$ cat src/rtl/wall_tracker.sv
`default_nettype none
// =============================================================================
// wall_tracker: debounced wall-following motor controller with ramped wheels
// rev 1.0
// =============================================================================
module wall_tracker #(
   parameter int SPEED_W      = 6,
   parameter int WHEEL_W      = 8,
   parameter int DEBOUNCE_CYC = 16,
   parameter int TURN_CYC     = 64,
   parameter int LOST_CYC     = 256,
   parameter int RAMP_STEP    = 1,
   parameter int FOLLOW_LEFT  = 0
) (
   input  logic                      clk,
   input  logic                      reset,
   input  logic                      enable,
   input  logic                      sensor_left,
   input  logic                      sensor_right,
   input  logic                      sensor_wall,
   input  logic [SPEED_W-1:0]        speed,
   output logic signed [WHEEL_W-1:0] wheel_left,
   output logic signed [WHEEL_W-1:0] wheel_right,
   output logic [2:0]                state
);

   localparam int CNT_W   = $clog2(DEBOUNCE_CYC + 1);
   localparam int TMR_CYC = (LOST_CYC > TURN_CYC) ? LOST_CYC : TURN_CYC;
   localparam int TMR_W   = $clog2(TMR_CYC) + 1;
   localparam logic [CNT_W-1:0]        C_CNT_LAST = CNT_W'(DEBOUNCE_CYC - 1);
   localparam logic [TMR_W-1:0]        C_TURN_END = TMR_W'(TURN_CYC - 1);
   localparam logic [TMR_W-1:0]        C_LOST_END = TMR_W'(LOST_CYC - 1);
   localparam logic [TMR_W-1:0]        C_TMR_MAX  = '1;
   localparam logic signed [WHEEL_W:0] C_STEP     = (WHEEL_W+1)'(RAMP_STEP);

   typedef enum logic [2:0] {
      S_IDLE        = 3'd0,
      S_SEEK        = 3'd1,
      S_FOLLOW      = 3'd2,
      S_TURN_AWAY   = 3'd3,
      S_TURN_TOWARD = 3'd4
   } state_t;

   state_t                     state_q, state_d;
   logic [TMR_W-1:0]           timer_q, timer_d;
   logic [2:0]                 sync1_q, sync1_d, sync2_q, sync2_d;
   logic [2:0]                 filt_q, filt_d;
   logic [CNT_W-1:0]           cnt_q [3];
   logic [CNT_W-1:0]           cnt_d [3];
   logic signed [WHEEL_W-1:0]  wl_q, wl_d, wr_q, wr_d;
   logic signed [WHEEL_W-1:0]  v, h, tgt_l, tgt_r;
   logic                       wall, side;

   // Move cur toward tgt by at most RAMP_STEP; the extra bit keeps the
   // difference from wrapping at the signed extremes.
   function automatic logic signed [WHEEL_W-1:0] ramp(
      input logic signed [WHEEL_W-1:0] cur,
      input logic signed [WHEEL_W-1:0] tgt
   );
      logic signed [WHEEL_W:0] cur_x, tgt_x, diff, nxt;
      cur_x = {cur[WHEEL_W-1], cur};
      tgt_x = {tgt[WHEEL_W-1], tgt};
      diff  = tgt_x - cur_x;
      if (diff > C_STEP) begin
         nxt = cur_x + C_STEP;
      end else if (diff < -C_STEP) begin
         nxt = cur_x - C_STEP;
      end else begin
         nxt = tgt_x;
      end
      return nxt[WHEEL_W-1:0];
   endfunction

   // Bit 0 = left, 1 = right, 2 = wall; all active-low, idle high.
   always_comb begin
      sync1_d = {sensor_wall, sensor_right, sensor_left};
      sync2_d = sync1_q;
      filt_d  = filt_q;
      for (int i = 0; i < 3; i++) begin
         cnt_d[i] = '0;
         if (sync2_q[i] != filt_q[i]) begin
            if (cnt_q[i] == C_CNT_LAST) begin
               filt_d[i] = sync2_q[i];
            end else begin
               cnt_d[i] = cnt_q[i] + 1'b1;
            end
         end
      end
   end

   assign wall = ~filt_q[2];
   assign side = (FOLLOW_LEFT != 0) ? ~filt_q[0] : ~filt_q[1];

   always_comb begin
      state_d = state_q;
      if (!enable) begin
         state_d = S_IDLE;
      end else begin
         case (state_q)
            S_IDLE:   state_d = S_SEEK;
            S_SEEK: begin
               if (wall)      state_d = S_TURN_AWAY;
               else if (side) state_d = S_FOLLOW;
            end
            S_FOLLOW: begin
               if (wall)       state_d = S_TURN_AWAY;
               else if (!side) state_d = S_TURN_TOWARD;
            end
            S_TURN_AWAY: begin
               if (!wall && (timer_q >= C_TURN_END)) begin
                  state_d = side ? S_FOLLOW : S_SEEK;
               end
            end
            S_TURN_TOWARD: begin
               if (wall)                         state_d = S_TURN_AWAY;
               else if (side)                    state_d = S_FOLLOW;
               else if (timer_q >= C_LOST_END)   state_d = S_SEEK;
            end
            default:  state_d = S_IDLE;
         endcase
      end

      if (state_d != state_q) begin
         timer_d = '0;
      end else if (timer_q == C_TMR_MAX) begin
         timer_d = timer_q;
      end else begin
         timer_d = timer_q + 1'b1;
      end
   end

   // Targets follow the state currently held; the ramp absorbs any jump.
   always_comb begin
      v     = {{(WHEEL_W-SPEED_W){1'b0}}, speed};
      h     = {1'b0, v[WHEEL_W-1:1]};
      tgt_l = '0;
      tgt_r = '0;
      case (state_q)
         S_SEEK, S_FOLLOW: begin
            tgt_l = v;
            tgt_r = v;
         end
         S_TURN_AWAY: begin
            if (FOLLOW_LEFT != 0) begin
               tgt_l = v;
               tgt_r = -v;
            end else begin
               tgt_l = -v;
               tgt_r = v;
            end
         end
         S_TURN_TOWARD: begin
            if (FOLLOW_LEFT != 0) begin
               tgt_l = h;
               tgt_r = v;
            end else begin
               tgt_l = v;
               tgt_r = h;
            end
         end
         default: begin
            tgt_l = '0;
            tgt_r = '0;
         end
      endcase
      wl_d = ramp(wl_q, tgt_l);
      wr_d = ramp(wr_q, tgt_r);
   end

   always_ff @(posedge clk) begin
      if (reset) begin
         state_q <= S_IDLE;
         timer_q <= '0;
         sync1_q <= 3'b111;
         sync2_q <= 3'b111;
         filt_q  <= 3'b111;
         for (int i = 0; i < 3; i++) cnt_q[i] <= '0;
         wl_q    <= '0;
         wr_q    <= '0;
      end else begin
         state_q <= state_d;
         timer_q <= timer_d;
         sync1_q <= sync1_d;
         sync2_q <= sync2_d;
         filt_q  <= filt_d;
         for (int i = 0; i < 3; i++) cnt_q[i] <= cnt_d[i];
         wl_q    <= wl_d;
         wr_q    <= wr_d;
      end
   end

   assign wheel_left  = wl_q;
   assign wheel_right = wr_q;
   assign state       = state_q;

endmodule
`default_nettype wire

$ cat config.mk
export PLATFORM = sky130hd
export DESIGN_NAME = wall_tracker
export DESIGN_NICKNAME = d
export VERILOG_FILES = /design/src/rtl/wall_tracker.sv
export SDC_FILE = /design/constraint.sdc
export NUM_CORES = 1
export LEC_CHECK = 0
export BUFFER_PORTS_ARGS = -buffer_cell sky130_fd_sc_hd__clkbuf_2
export CAP_MARGIN = 20
export CORE_AREA = 4 4 115 117
export CTS_BUF_LIST = sky130_fd_sc_hd__clkbuf_8
export CTS_CLUSTER_DIAMETER = 40
export DETAILED_ROUTE_END_ITERATION = 8
export DIE_AREA = 0 0 119 121
export HOLD_SLACK_MARGIN = 0.15
export SETUP_SLACK_MARGIN = 0.2
export SYNTH_ARGS = -nofsm -noshare
export SYNTH_HDL_FRONTEND = slang
export SYNTH_SLANG_ARGS = --single-unit
$ cat constraint.sdc
create_clock -name clk -period 4.6 [get_ports clk]
set_clock_uncertainty 0.2 [all_clocks]
set_input_delay 0.92 -clock clk [delete_from_list [all_inputs] [get_ports clk]]
set_output_delay 0.92 -clock clk [all_outputs]
set_load 0.1 [all_outputs]
==> impl.org, run 1 <==
** Floorplanning
- In this run the core area contains 41 standard-cell rows.
- Die X-Extent :: 119 um
- The initial utilization of the core area, before any placement, comes to 0.291.
- The die covers 0.0144 mm^2.
- Die Ht :: 121 um
- In this run the standard cell core region covers 0.0124 mm^2.
- Number of ports placed on the die boundary :: 31

** STA
- Count of endpoints failing setup in the final report :: 0
- Setup repair after global routing missed its margin :: false
- Measured against its own limit, the worst slew margin works out to 0.559.
- For the pin with the worst max-slew slack, the measured transition is 660 ps.
- For the finished layout, the period the worst path requires is 4340 ps.
- The final number of max-transition violations came to 0.
- The number of endpoints with negative hold slack in the final report is 0.
- Fmax :: 230 MHz
- Of the available clock period, the critical path in the final layout requires 0.943.

** Critical path
- The worst setup path is launched from a primary input.
- Cell at the slowest stage of the critical path :: sky130_fd_sc_hd__or4_4
- Reg2reg path depth :: 12
- At the worst endpoint, the required time is 4570 ps.
- Timing startpoint of the critical path :: speed[1]
- Kind of critical path :: in -> reg
- Critical Path Most Common Cell :: sky130_fd_sc_hd__or3_1
- Data arrives at the worst endpoint at 4310 ps.
- The worst register-to-register path begins at state[1].
- Worst-path maximum fanout :: 4
- Slowest stage delay, CP :: 570 ps
- Worst path cell trace :: clkbuf_2, or3_1, or3_1, and2_1, o22ai_2, inv_1, buf_4, ha_1, a21oi_1, o211ai_1, xor2_1, or4_4, o21a_2, a211oi_1, a311oi_1
- Endpoint type of the worst setup path :: flip-flop

** Finish
- Final #Nets :: 544
- Number of antenna diodes :: 0
- Fin area :: 0.00417 mm^2
- Combined flip-flop and latch cell area :: 881 um^2
- Total area of multi-input combinational cells :: 0.00256 mm^2
- In the final layout, the share of cells above drive strength 1 is 0.153.
- Core utilization of the finished layout :: 0.338
- Final Non-Filler Cells :: 676
- Number of fill cells in the layout :: 1330
- Area added between synthesis and finish :: 15.9%

** Power and ir drop
- Of the total power, combinational logic draws 0.625.
- Proportion of power drawn by flip-flops and latches :: 0.232
- Design internal power :: 0.00107 W
- The analysis attributes to cell leakage a power of 1.69 nW.
- Total power density per cell area :: 527 mW/mm^2
- For this design the total switching power over the nets is 0.00113 W.
- Switching portion of total power :: 0.515
- Peak supply drop :: 0.199 mV
- Of the total power, the clock network draws 0.143.

** Yosys
- Counting flops with an async set or reset pin after synthesis yields a share of 0.
- The cell count after synthesis came out at 467.
- Of the post-synthesis cell area, the dominant cell type holds 0.245.
- Of the total synthesized cell area, the portion taken by XOR and XNOR cells is 0.0973.
- Counting distinct cell types in the post-synthesis netlist gives 64.
- Synthesized netlist net count :: 508
- The biggest area contributor in the post-synthesis netlist is sky130_fd_sc_hd__dfxtp_1.
- Area share of fa/ha/maj cells after synthesis :: 0.105
- For this run, the leading register cell type out of synthesis is sky130_fd_sc_hd__dfxtp_1.
- After synthesis, the largest family of logic cells by area is simple AND/OR/NAND/NOR gates.
- Post-synthesis register bit count :: 44
- Of the synthesized area, sequential elements account for 0.245.
- The synthesized netlist occupies a cell area of 0.00360 mm^2.
- Share of cell area taken by muxes after synthesis :: 0.0142
- After synthesis, the mean cell area works out to 7.71 um^2.
- The post-synthesis compound-gate area fraction is 0.220.
- Of the total synthesized cell area, the portion taken by AND, OR, NAND and NOR gates is 0.262.
- After synthesis, the cell types taking the most area are sky130_fd_sc_hd__dfxtp_1, sky130_fd_sc_hd__ha_1, sky130_fd_sc_hd__xnor2_1, sky130_fd_sc_hd__nor2_1, sky130_fd_sc_hd__inv_1.
- Yosys printed 0 warnings.
- EDFF count, synth :: 0

** Clock network
- Clk slew on worst S/H paths :: 100 ps
- CTS saw 44 sinks.
- The root buffer cell chosen for the clock tree is sky130_fd_sc_hd__clkbuf_8.
- At the later pin of the worst-skew pair, clock insertion delay measures 310 ps.
- TritonCTS built the clock tree.
- The H-tree was split into 2 levels.
- For this design, the CTS-stage hold fixing added 0 buffers.
- In this run the deepest clock path goes through 2 buffers.
- Clock tree synthesis inserted a total of 5 buffers.

** GRT
- Number of global-route vias before repair :: 3258
- Total routing usage reported by global routing :: 0.125
- GRT Residual Overflow :: 0
- Initial antenna violation count :: 0
- Largest net degree at the start of global routing :: 23
- The first global-routing pass estimated 15200 um of wire.

** Drt
- Met3 wire length :: 184 um
- After detailed routing, the total wire length is 9110 um.
- Vias :: 3466
- Signal routing reaches up to met4.
- After detailed routing, the met2 layer carries 4430 um of wire.
- In the final routed layout, each cell accounts on average for 13.5 um.
- The detailed router put a total of 4330 um of wire on met1.
- The count of nets left with antenna violations once routing finished came out at 0.
- Number of design rule violations left after detail routing :: 0
- The first routing iteration left 243 violations.
- Before antenna repair, the detailed router went through 5 iterations.
- Via/cell ratio :: 5.13

** Place
- The placed instances occupy a cell area of 0.00400 mm^2.
- The count of buffers added on input and output ports is 29.
- Post-DP HPWL :: 7090 um
- Routability congestion estimate from global placement :: 0.894
- Including well taps, the total number of placed cells is 666.

** Hold path
- In this run the worst hold path is classified as reg -> reg.
- The startpoint identified for the worst hold timing path is sync1_q[2].
- Hold Path Depth :: 1

** Status
- The flow ran to the end, and the final reports show no timing, DRC or antenna violations.

** Run
- The tool flagged a number of max-cap violations equal to 0.
==> layer usage <==
layer | global-route usage | vias up
met5 | 0 | -
li1 | - | 1738
met3 | 0.0154 | 15
met1 | 0.158 | 1651
met4 | 0.0420 | 0
met2 | 0.220 | 62
==> metrics by stage <==
stage               setup TNS, ps  total power (W)  worst slack (ps)  hold WS [ps]
finish                          0          0.00220               261           221
global route                    0          0.00235               149           230
CTS                             0          0.00216               283           223
detailed placement          -32.9          0.00184             -32.9           199
global placement          -0.0608          0.00181           -0.0608           192
floorplan                       0          0.00158               280           189
==> registers in the layout, indices dropped and copies added (netlist names) <==
name         flops
filt_q           2
wheel_right      8
timer_q          9
wheel_left       8
sync2_q          2
cnt_q           10
state            3
sync1_q          2
==> cells in the final DEF, fill, tap and decap left out, drive strengths merged, types with 3 or more instances in the layout <==
cell | synthesis | layout
a2111oi | 3 | 3
a211oi | 10 | 10
a21o | 5 | 5
a21oi | 25 | 25
a2bb2oi | 3 | 3
a311oi | 3 | 3
a31oi | 7 | 7
and2 | 3 | 3
and3 | 7 | 7
buf | 0 | 15
clkbuf | 14 | 34
dfxtp | 44 | 44
ha | 27 | 27
inv | 38 | 39
mux2i | 4 | 4
nand2 | 32 | 32
nand2b | 7 | 7
nand3 | 23 | 23
nand3b | 4 | 4
nand4 | 4 | 4
nor2 | 49 | 49
nor2b | 7 | 7
nor3 | 18 | 18
nor3b | 6 | 6
nor4 | 3 | 3
o211ai | 6 | 6
o21ai | 22 | 22
or2 | 6 | 6
or3 | 9 | 9
xnor2 | 28 | 28
xor2 | 12 | 12
==> final cells by class <==
cell class / count / share of cell area
repair buffers: 44 / 0.0618
well taps: 172 / 0.0516
clock inverters: 3 / 0.0111
inverters: 38 / 0.0342
multi-input cells: 370 / 0.614
clock buffers: 5 / 0.0165
flip-flops and latches: 44 / 0.211
==> final timing paths <==
| path | slack [ps] | end |
|---|---|---|
| max | 260 | wheel_left[1] |
| min | 220 | sync2_q[2] |
| max reg2reg | 570 | wheel_right[5] |
| min reg2reg | 220 | sync2_q[2] |
==> synthesized netlist by cell type (6+ instances only) <==
| cell type | number |
|---|---|
| sky130_fd_sc_hd__nor2_1 | 49 |
| sky130_fd_sc_hd__dfxtp_1 | 44 |
| sky130_fd_sc_hd__inv_1 | 38 |
| sky130_fd_sc_hd__nand2_1 | 31 |
| sky130_fd_sc_hd__xnor2_1 | 28 |
| sky130_fd_sc_hd__ha_1 | 27 |
| sky130_fd_sc_hd__a21oi_1 | 25 |
| sky130_fd_sc_hd__nand3_1 | 23 |
| sky130_fd_sc_hd__o21ai_0 | 18 |
| sky130_fd_sc_hd__nor3_1 | 17 |
| sky130_fd_sc_hd__clkbuf_1 | 14 |
| sky130_fd_sc_hd__xor2_1 | 12 |
| sky130_fd_sc_hd__a211oi_1 | 10 |
| sky130_fd_sc_hd__or3_1 | 8 |
| sky130_fd_sc_hd__a31oi_1 | 7 |
| sky130_fd_sc_hd__nand2b_1 | 7 |
| sky130_fd_sc_hd__nor2b_1 | 7 |
| sky130_fd_sc_hd__and3_1 | 6 |
| sky130_fd_sc_hd__nor3b_1 | 6 |
| sky130_fd_sc_hd__o211ai_1 | 6 |
| sky130_fd_sc_hd__or2_2 | 6 |
==> cells by family (layout without fill, tap and decap cells) <==
kind of cell	Yosys count	in the layout
flip-flops	44	44
XOR/XNOR	40	40
AO/OA/AOI/OAI	112	112
multiplexers	5	5
buffers and inverters	53	90
AND/OR/NAND/NOR	184	184
adder cells (fa/ha/maj)	29	29
==> power groups by stage <==
stage          logic [W]  registers (W)  clock network, W
2_1_floorplan   0.000777       0.000807                 0
3_3_place_gp     0.00130       0.000517                 0
3_5_place_dp     0.00132       0.000519                 0
4_1_cts          0.00133       0.000510          0.000325
5_1_grt          0.00150       0.000519          0.000337
6_report         0.00138       0.000510          0.000314
==> repair_timing <==
item                       CTS  global route
buffers inserted             0             2
setup endpoints to repair    0             7
resized for setup            0             9
==> critical path, delay by kind of cell <==
kind / cells / cell delay (ps)
compound gates: 6 / 1070
simple gates: 4 / 1520
buf+inv: 3 / 350
xor+xnor: 1 / 190
fa+ha+maj: 1 / 270
No activity file was read; power rests on OpenSTA's default activity.
==> run 2, diff against run 1 <==
- ABC_AREA: not set -> 1
- CORE_AREA: 4 4 115 117 -> 4 4 117 119
- DIE_AREA: 0 0 119 121 -> 0 0 121 123
==> impl.org, run 2 <==
** Power and ir drop
- Of the total power, the share spent switching nets is 0.559.
- The internal power of the cells totals 0.000936 W.
- Net Sw Power :: 0.00119 W
- The share of total power dissipated in the clock network is 0.113.
- Combinational fraction of design power :: 0.650
- The share of total power dissipated in sequential elements is 0.237.
- Peak supply drop :: 0.333 mV
- In this run the static leakage power is 2.08 nW.
- Total power density per cell area :: 518 mW/mm^2

** Yosys
- Post-synthesis register bit count :: 44
- The netlist uses 44 different library cells.
- In the synthesized netlist the async set-or-reset flop fraction comes to 0.
- A synthesized cell averages 6.40 um^2.
- For this run, the leading register cell type out of synthesis is sky130_fd_sc_hd__dfxtp_1.
- Commonest cells in the netlist :: sky130_fd_sc_hd__nand2_1, sky130_fd_sc_hd__inv_1, sky130_fd_sc_hd__nand3_1, sky130_fd_sc_hd__nor2_1, sky130_fd_sc_hd__dfxtp_1
- Synthesized netlist net count :: 619
- By area the synthesized netlist is led by sky130_fd_sc_hd__dfxtp_1, sky130_fd_sc_hd__nand2_1, sky130_fd_sc_hd__inv_1, sky130_fd_sc_hd__ha_1, sky130_fd_sc_hd__nand3_1.
- Synthesized instance count :: 578
- EDFF count, synth :: 0
- Count of warnings emitted by yosys :: 0
- The share of synthesized area in the top cell type comes to 0.238.
- Sequential cell area fraction in the yosys report :: 0.238
- Yosys instantiated no cell more often than sky130_fd_sc_hd__nand2_1.
- Post-Synthesis Cell Area :: 0.00370 mm^2
- The synthesized design spends more area on one cell type than any other, namely sky130_fd_sc_hd__dfxtp_1.

** Finish
- The number of antenna diodes in the final layout is 0.
- Area added between synthesis and finish :: 10.7%
- Final #Nets :: 648
- Of the cells placed in the final design, the portion with a size suffix greater than 1 is 0.122.
- Registers with the highest flip-flop counts :: cnt_q: 10 flops, timer_q: 9 flops
- Top library cells by usage in the layout, fill and taps aside :: sky130_fd_sc_hd__nand2_1, sky130_fd_sc_hd__inv_1, sky130_fd_sc_hd__nand3_1
- Leading cell type in the layout, fill and taps excluded :: sky130_fd_sc_hd__nand2_1
- Number of flip-flops under the largest register name :: 10
- Ranked by flip-flop count, first place goes to cnt_q.

** Floorplanning
- Core footprint :: 0.0126 mm^2
- Starting utilization of the core area :: 0.294
- Number of ports placed on the die boundary :: 31
- The die is 121 um wide.
- The floorplan step defined a die boundary enclosing 0.0149 mm^2.
- Number of core rows :: 41
- Die Ht :: 123 um

** GRT
- Total routing usage reported by global routing :: 0.119
- The initial antenna violation count is 0.
- Number of global-route vias before repair :: 3069
- Entering global routing, the biggest net connects 16 pins.
- The first global-routing pass estimated 14500 um of wire.
- The total overflow left after global routing is 0.

** STA
- Static timing analysis puts the maximum clock frequency at 274 MHz.
- Count of endpoints failing setup in the final report :: 0
- In the final timing run, aggregate negative setup slack is 0 ps.
- Final hold slack :: 217 ps
- Final worst-path cycle share :: 0.794
- For the pin with the worst max-slew slack, the measured transition is 572 ps.
- In this run the tightest slew margin relative to its limit is 0.615.
- Number of endpoints with negative hold slack in the final report :: 0
- Clock period minus final worst setup slack :: 3650 ps
- Number of pins exceeding their max-slew limit in the final report :: 0
- Setup repair after global routing left no endpoint under its margin.

** Hold path
- Counting instances, the worst hold path has a depth of 1.
- The worst hold path begins at sync1_q[2].
- Kind of path behind the tightest hold check :: reg -> reg
- For hold timing, the worst endpoint is sync2_q[2].

** Clock network
- # hold bufs at CTS :: 0
- Gates resized during post-CTS repair numbered 0.
- Post-CTS timing repair inserted 0 buffers for setup.
- The tree is rooted in a sky130_fd_sc_hd__clkbuf_8.
- The clock reaches the later pin of the worst-skew pair after 310 ps.
- Clk slew on worst S/H paths :: 80 ps
- The clock drives 44 sinks.
- Buffers from clock root to sink, at most :: 2
- Total CTS buffers :: 5
- CTS HTree Levels :: 2
- CTS tree :: done

** Drt
- For this block, the routed nets add up to 8460 um of wire.
- Remaining number of nets flagged by the antenna check after routing :: 0
- The detailed router placed 3504 vias in this run.
- For this block, the initial DRC count from the detailed router was 180.
- Detailed-route wire length per cell :: 10.9 um
- Via/cell ratio :: 4.50
- The pre-antenna-repair detailed-routing pass consisted of 5 iterations.
- Number of design rule violations left after detail routing :: 0

** Critical path
- Along the worst path, the maximum fanout reaches 9.
- Reg-to-Reg Start :: state[2]
- STA classifies the critical path endpoint as a flip-flop.
- The worst register-to-register path has a setup slack of 950 ps.
- Crit path launch type :: primary input
- The number of cells on the worst reg-to-reg path is 19.
- Arrival @ worst endpoint :: 3660 ps
- Kind of critical path :: in -> reg
- Data on the critical path is required at its endpoint by 4610 ps.
- The worst register-to-register path ends at wheel_left[4].

** Run
- Max-cap violations in this run came to 0.

** Place
- Post-DP HPWL :: 6810 um
- Port Buffers :: 29
- Routability congestion estimate from global placement :: 0.869

** Status
- The run finished with clean final reports.
[run 2: changes by cell type in the layout (fill, tap and decap cells not counted), moves of 7 or more]
cell and change:
sky130_fd_sc_hd__a211oi_1 -9, sky130_fd_sc_hd__or3_1 -8, sky130_fd_sc_hd__nand2_1 +109, sky130_fd_sc_hd__a21oi_1 -8
sky130_fd_sc_hd__nand3_1 +43, sky130_fd_sc_hd__xnor2_1 -25, sky130_fd_sc_hd__xor2_1 +13, sky130_fd_sc_hd__nand2b_1 -7
sky130_fd_sc_hd__nand2_2 +8, sky130_fd_sc_hd__buf_4 -15, sky130_fd_sc_hd__inv_1 +59, sky130_fd_sc_hd__nor2b_1 -7
[run 2: cell families after synthesis]
family | Yosys count | synth area share
AOI/OAI and AO/OA | 52 | 0.0826
xor gates and xnor gates | 28 | 0.0663
adders and majority gates | 29 | 0.102
buffers and inverters | 110 | 0.117
DFF | 44 | 0.238
muxes | 1 | 0.00271
and+or+nand+nor | 314 | 0.391
[run 2: worst max-delay path by stage]
stage / depth (start not counted) / slack, ps / from / end
after global routing: 21 / 500 / speed[2] / wheel_left[3]
final: 20 / 950 / speed[2] / wheel_left[4]
after detailed placement: 21 / 650 / speed[2] / wheel_left[4]
after global placement: 20 / 700 / speed[2] / wheel_left[3]
after CTS: 19 / 940 / state[2] / wheel_left[4]
after floorplan: 19 / 840 / state[2] / wheel_left[2]
[run 2: cell type report]
class                   instances  area (um^2)
clock buffers                   5         68.8
clock inverters                 2         12.5
fillers                      1418         8480
inverters                     103          387
multi-input cells             424         2380
flip-flops and latches         44          881
well taps                     172          215
repair buffers                 29          145
[run 2: layer usage]
layer / share of wire / track usage / vias up
met1: 0.50 / 0.167 / 1531
met3: 0.050 / 0.0274 / 7
li1: - / - / 1904
met2: 0.45 / 0.184 / 62
met4: 0.0074 / 0.0290 / 0
met5: 0 / 0 / -
[run 2: power groups by stage]
stage	Combinational (W)	Sequential (W)	Clock (W)
5_1_grt	0.00155	0.000511	0.000270
3_3_place_gp	0.00137	0.000511	0
2_1_floorplan	0.000882	0.000793	0
4_1_cts	0.00138	0.000502	0.000252
6_report	0.00138	0.000502	0.000241
3_5_place_dp	0.00137	0.000511	0
[run 2: metrics by stage]
| step | utilization | cells | power (W) | setup slack (ps) | area, um^2 |
|---|---|---|---|---|---|
| 2_1_floorplan | - | 578 | 0.00168 | 837 | 3700 |
| 3_3_place_gp | 0.319 | 772 | 0.00189 | 696 | 4010 |
| 3_5_place_dp | 0.319 | 772 | 0.00189 | 652 | 4010 |
| 4_1_cts | 0.326 | 779 | 0.00213 | 939 | 4090 |
| 5_1_grt | 0.326 | 779 | 0.00233 | 500 | 4090 |
| 6_report | 0.326 | 779 | 0.00212 | 947 | 4090 |
[run 2: critical path: stages]
cell	delay (ps)
sky130_fd_sc_hd__clkbuf_2	80
sky130_fd_sc_hd__inv_1	160
sky130_fd_sc_hd__nand4_1	150
sky130_fd_sc_hd__nor2_1	150
sky130_fd_sc_hd__nand2_1	60
sky130_fd_sc_hd__nand2_1	80
sky130_fd_sc_hd__inv_1	70
sky130_fd_sc_hd__o21ai_0	70
sky130_fd_sc_hd__o21ai_0	230
sky130_fd_sc_hd__ha_1	400
sky130_fd_sc_hd__nand2_1	100
sky130_fd_sc_hd__inv_1	40
sky130_fd_sc_hd__a21oi_1	180
sky130_fd_sc_hd__nand3_1	110
sky130_fd_sc_hd__nand2_2	100
sky130_fd_sc_hd__nand4_2	250
sky130_fd_sc_hd__nand2_2	240
sky130_fd_sc_hd__nand2_1	90
sky130_fd_sc_hd__o21ai_1	120
sky130_fd_sc_hd__inv_1	40
==> run 3, diff against run 2 <==
- ABC_AREA: 1 -> 0
- CORE_AREA: 4 4 117 119 -> 4 4 115 117
- DIE_AREA: 0 0 121 123 -> 0 0 119 121
- clock period: 4.6 -> 3.3 ns (I/O delays scaled with it)
==> impl.org, run 3 (synthesis gave the netlist of run 1 again) <==
** Place
- Dpl ws :: -935 ps
- The congestion estimate from routability-driven global placement came to 0.841.
- Area after detailed placement :: 0.00466 mm^2
- Port Buffers :: 29
- Post-DP HPWL :: 7980 um

** Finish
- Share of post-route cells with drive strength above 1 :: 0.382
- Fin area :: 0.00525 mm^2
- Registers with the highest flip-flop counts :: cnt_q: 10 flops, timer_q: 9 flops
- The area growth from synthesis to layout is 45.9%.
- Final #Nets :: 634
- Core utilization of the finished layout :: 0.425
- Top library cells by usage in the layout, fill and taps aside :: sky130_fd_sc_hd__buf_4, sky130_fd_sc_hd__nor2_1, sky130_fd_sc_hd__dfxtp_1
- Number of flip-flops under the largest register name :: 10
- Leading cell type in the layout, fill and taps excluded :: sky130_fd_sc_hd__buf_4
- The register with the most flip-flops in the final layout is cnt_q.
- Number of antenna diodes :: 0

** Clock network
- Total CTS buffers :: 5
- Hold repair after CTS inserted 0 buffers.
- CTS HTree Levels :: 2
- Buffers from clock root to sink, at most :: 2
- Root buffer cell :: sky130_fd_sc_hd__clkbuf_8
- Clock-pin slew was measured on the worst setup and hold paths at 100 ps.
- At the later pin of the worst-skew pair, clock insertion delay measures 310 ps.
- CTS tree :: done
- CTS saw 44 sinks.

** Power and ir drop
- For this design the static power due to leakage is 2.22 nW.
- IR analysis of the VDD net gives a maximum drop of 0.191 mV.
- For this design the ratio of total power to cell area is 699 mW/mm^2.

** Drt
- Initial drt markers :: 161
- Via/cell ratio :: 5.00
- Router iterations before antenna repair :: 4
- Once detail routing completed, the nets flagged for antenna violations numbered 0.
- Detailed-route wire length per cell :: 13.9 um
- Total wire length :: 10600 um
- After detailed routing, the number of remaining DRC violations is 0.
- The routed layout has 3830 vias.

** Critical path
- Timing startpoint of the critical path :: speed[2]
- The most critical setup path has its endpoint at wheel_left[6].
- Endpoint of the worst-slack reg-to-reg timing path :: wheel_left[1]
- Endpoint type of the worst setup path :: flip-flop
- Among all stages on the critical path, the largest delay is contributed by sky130_fd_sc_hd__or3_4.
- WP depth :: 16
- The setup check on the worst reg-to-reg path leaves a slack of -170 ps.
- The critical path contains buffers and inverters numbering 4 combined.
- The critical path in this run is classified as in -> reg.
- Slowest stage delay, CP :: 380 ps
- Worst path cell trace :: buf_6, or3_4, or3_4, and2_4, o22ai_4, inv_2, ha_4, nand3_2, buf_4, buf_4, a211oi_2, mux2i_1, or2_4, nor3_4, or2_4, a221oi_1
- Measured in cells, the most critical reg-to-reg path has a length of 13.
- Top cell family by delay on the critical path :: simple AND/OR/NAND/NOR gates
- The worst setup path is launched from a primary input.
- STA puts the critical path data required time at 3310 ps.
- In this run the critical register-to-register path is launched from state[0].
- Worst-path maximum fanout :: 6
- For the worst setup path, the data arrival time is 3750 ps.

** STA
- Clock period minus final worst setup slack :: 3730 ps
- Final hold slack :: 213 ps
- Fmax :: 268 MHz
- TNS Setup :: -3490 ps
- Transition time at the pin with the least slew margin :: 580 ps
- Final worst-path cycle share :: 1.13
- Headroom to the max-slew limit came out at 0.615.
- Count of endpoints failing setup in the final report :: 14
- Number of endpoints with negative hold slack in the final report :: 0
- Worst setup slack after layout :: -434 ps
- Setup repair after global routing missed its margin :: true
- Number of pins exceeding their max-slew limit in the final report :: 0

** Floorplanning
- The total area inside the core boundary comes to 0.0124 mm^2.
- Number of ports placed on the die boundary :: 31
- From left edge to right edge, the die measures 119 um.
- Starting utilization of the core area :: 0.291
- The floorplan has 41 rows.
- Area of the die :: 0.0144 mm^2
- The die is 121 um tall.

** Hold path
- Kind of path behind the tightest hold check :: reg -> reg
- Along the worst hold path, the cell count comes to 1.

** Run
- The tool flagged a number of max-cap violations equal to 0.

** GRT
- Across every metal layer, demand over resource in global routing totals 0.148.
- Initial antenna violation count :: 0
- The first global-routing pass estimated 17900 um of wire.
- Entering global routing, the biggest net connects 22 pins.
- Number of global-route vias before repair :: 3854
- GRT Residual Overflow :: 0

** Status
- Outcome :: complete, but fails checks
- Violated checks :: negative setup slack
==> run 3: per-stage QoR <==
stage / power [W] / cells
floorplan: 0.00232 / 467
CTS: 0.00353 / 756
global route: 0.00392 / 766
detailed placement: 0.00290 / 726
global placement: 0.00286 / 726
finish: 0.00367 / 766
==> run 3: timing repair <==
| action | 4_1_cts | 5_1_grt |
|---|---|---|
| pin swaps | 35 | 26 |
| gates resized for setup | 38 | 20 |
| buffers inserted | 22 | 10 |
| endpoints found under the setup margin | 16 | 16 |
| gates cloned | 0 | 0 |
==> run 3: cell type report <==
cell class              instances  area (um^2)
clock buffers                   5         68.8
clock inverters                 3         45.0
fillers                      1234         7110
inverters                      38          143
multi-input cells             370         2900
flip-flops and latches         44          900
well taps                     172          215
repair buffers                134          982
==> run 3: routing by layer <==
layer / global-route usage / share of wire / up-vias
met4: 0.0369 / 0.019 / 0
met5: 0 / 0 / -
li1: - / - / 1934
met2: 0.260 / 0.49 / 100
met3: 0.0326 / 0.043 / 25
met1: 0.184 / 0.45 / 1771
==> run 3: how the worst min path moves through the flow <==
stage                    start          to  slack, ps
finish              sync1_q[1]  sync2_q[1]        210
global route        sync1_q[2]  sync2_q[2]        230
CTS                 sync1_q[2]  sync2_q[2]        220
detailed placement  sync1_q[2]  sync2_q[2]        190
global placement    sync1_q[2]  sync2_q[2]        190
floorplan           sync1_q[1]  sync2_q[1]        190
==> run 3: worst register-to-register path, delay by kind of cell, from the launching register on <==
kind | cells | cell delay, ps
adders and majority gates | 2 | 540
DFF | 1 | 370
buffers and inverters | 2 | 190
AOI/OAI and AO/OA | 5 | 800
and+or+nand+nor | 3 | 1020
xor gates and xnor gates | 1 | 200
==> run 3: power breakdown <==
group / internal, W / leakage, nW / switching [W]
Combinational: 0.00105 / 1.80 / 0.00146
Clock: 0.000229 / 0.0591 / 0.000210
Sequential: 0.000606 / 0.364 / 0.000112
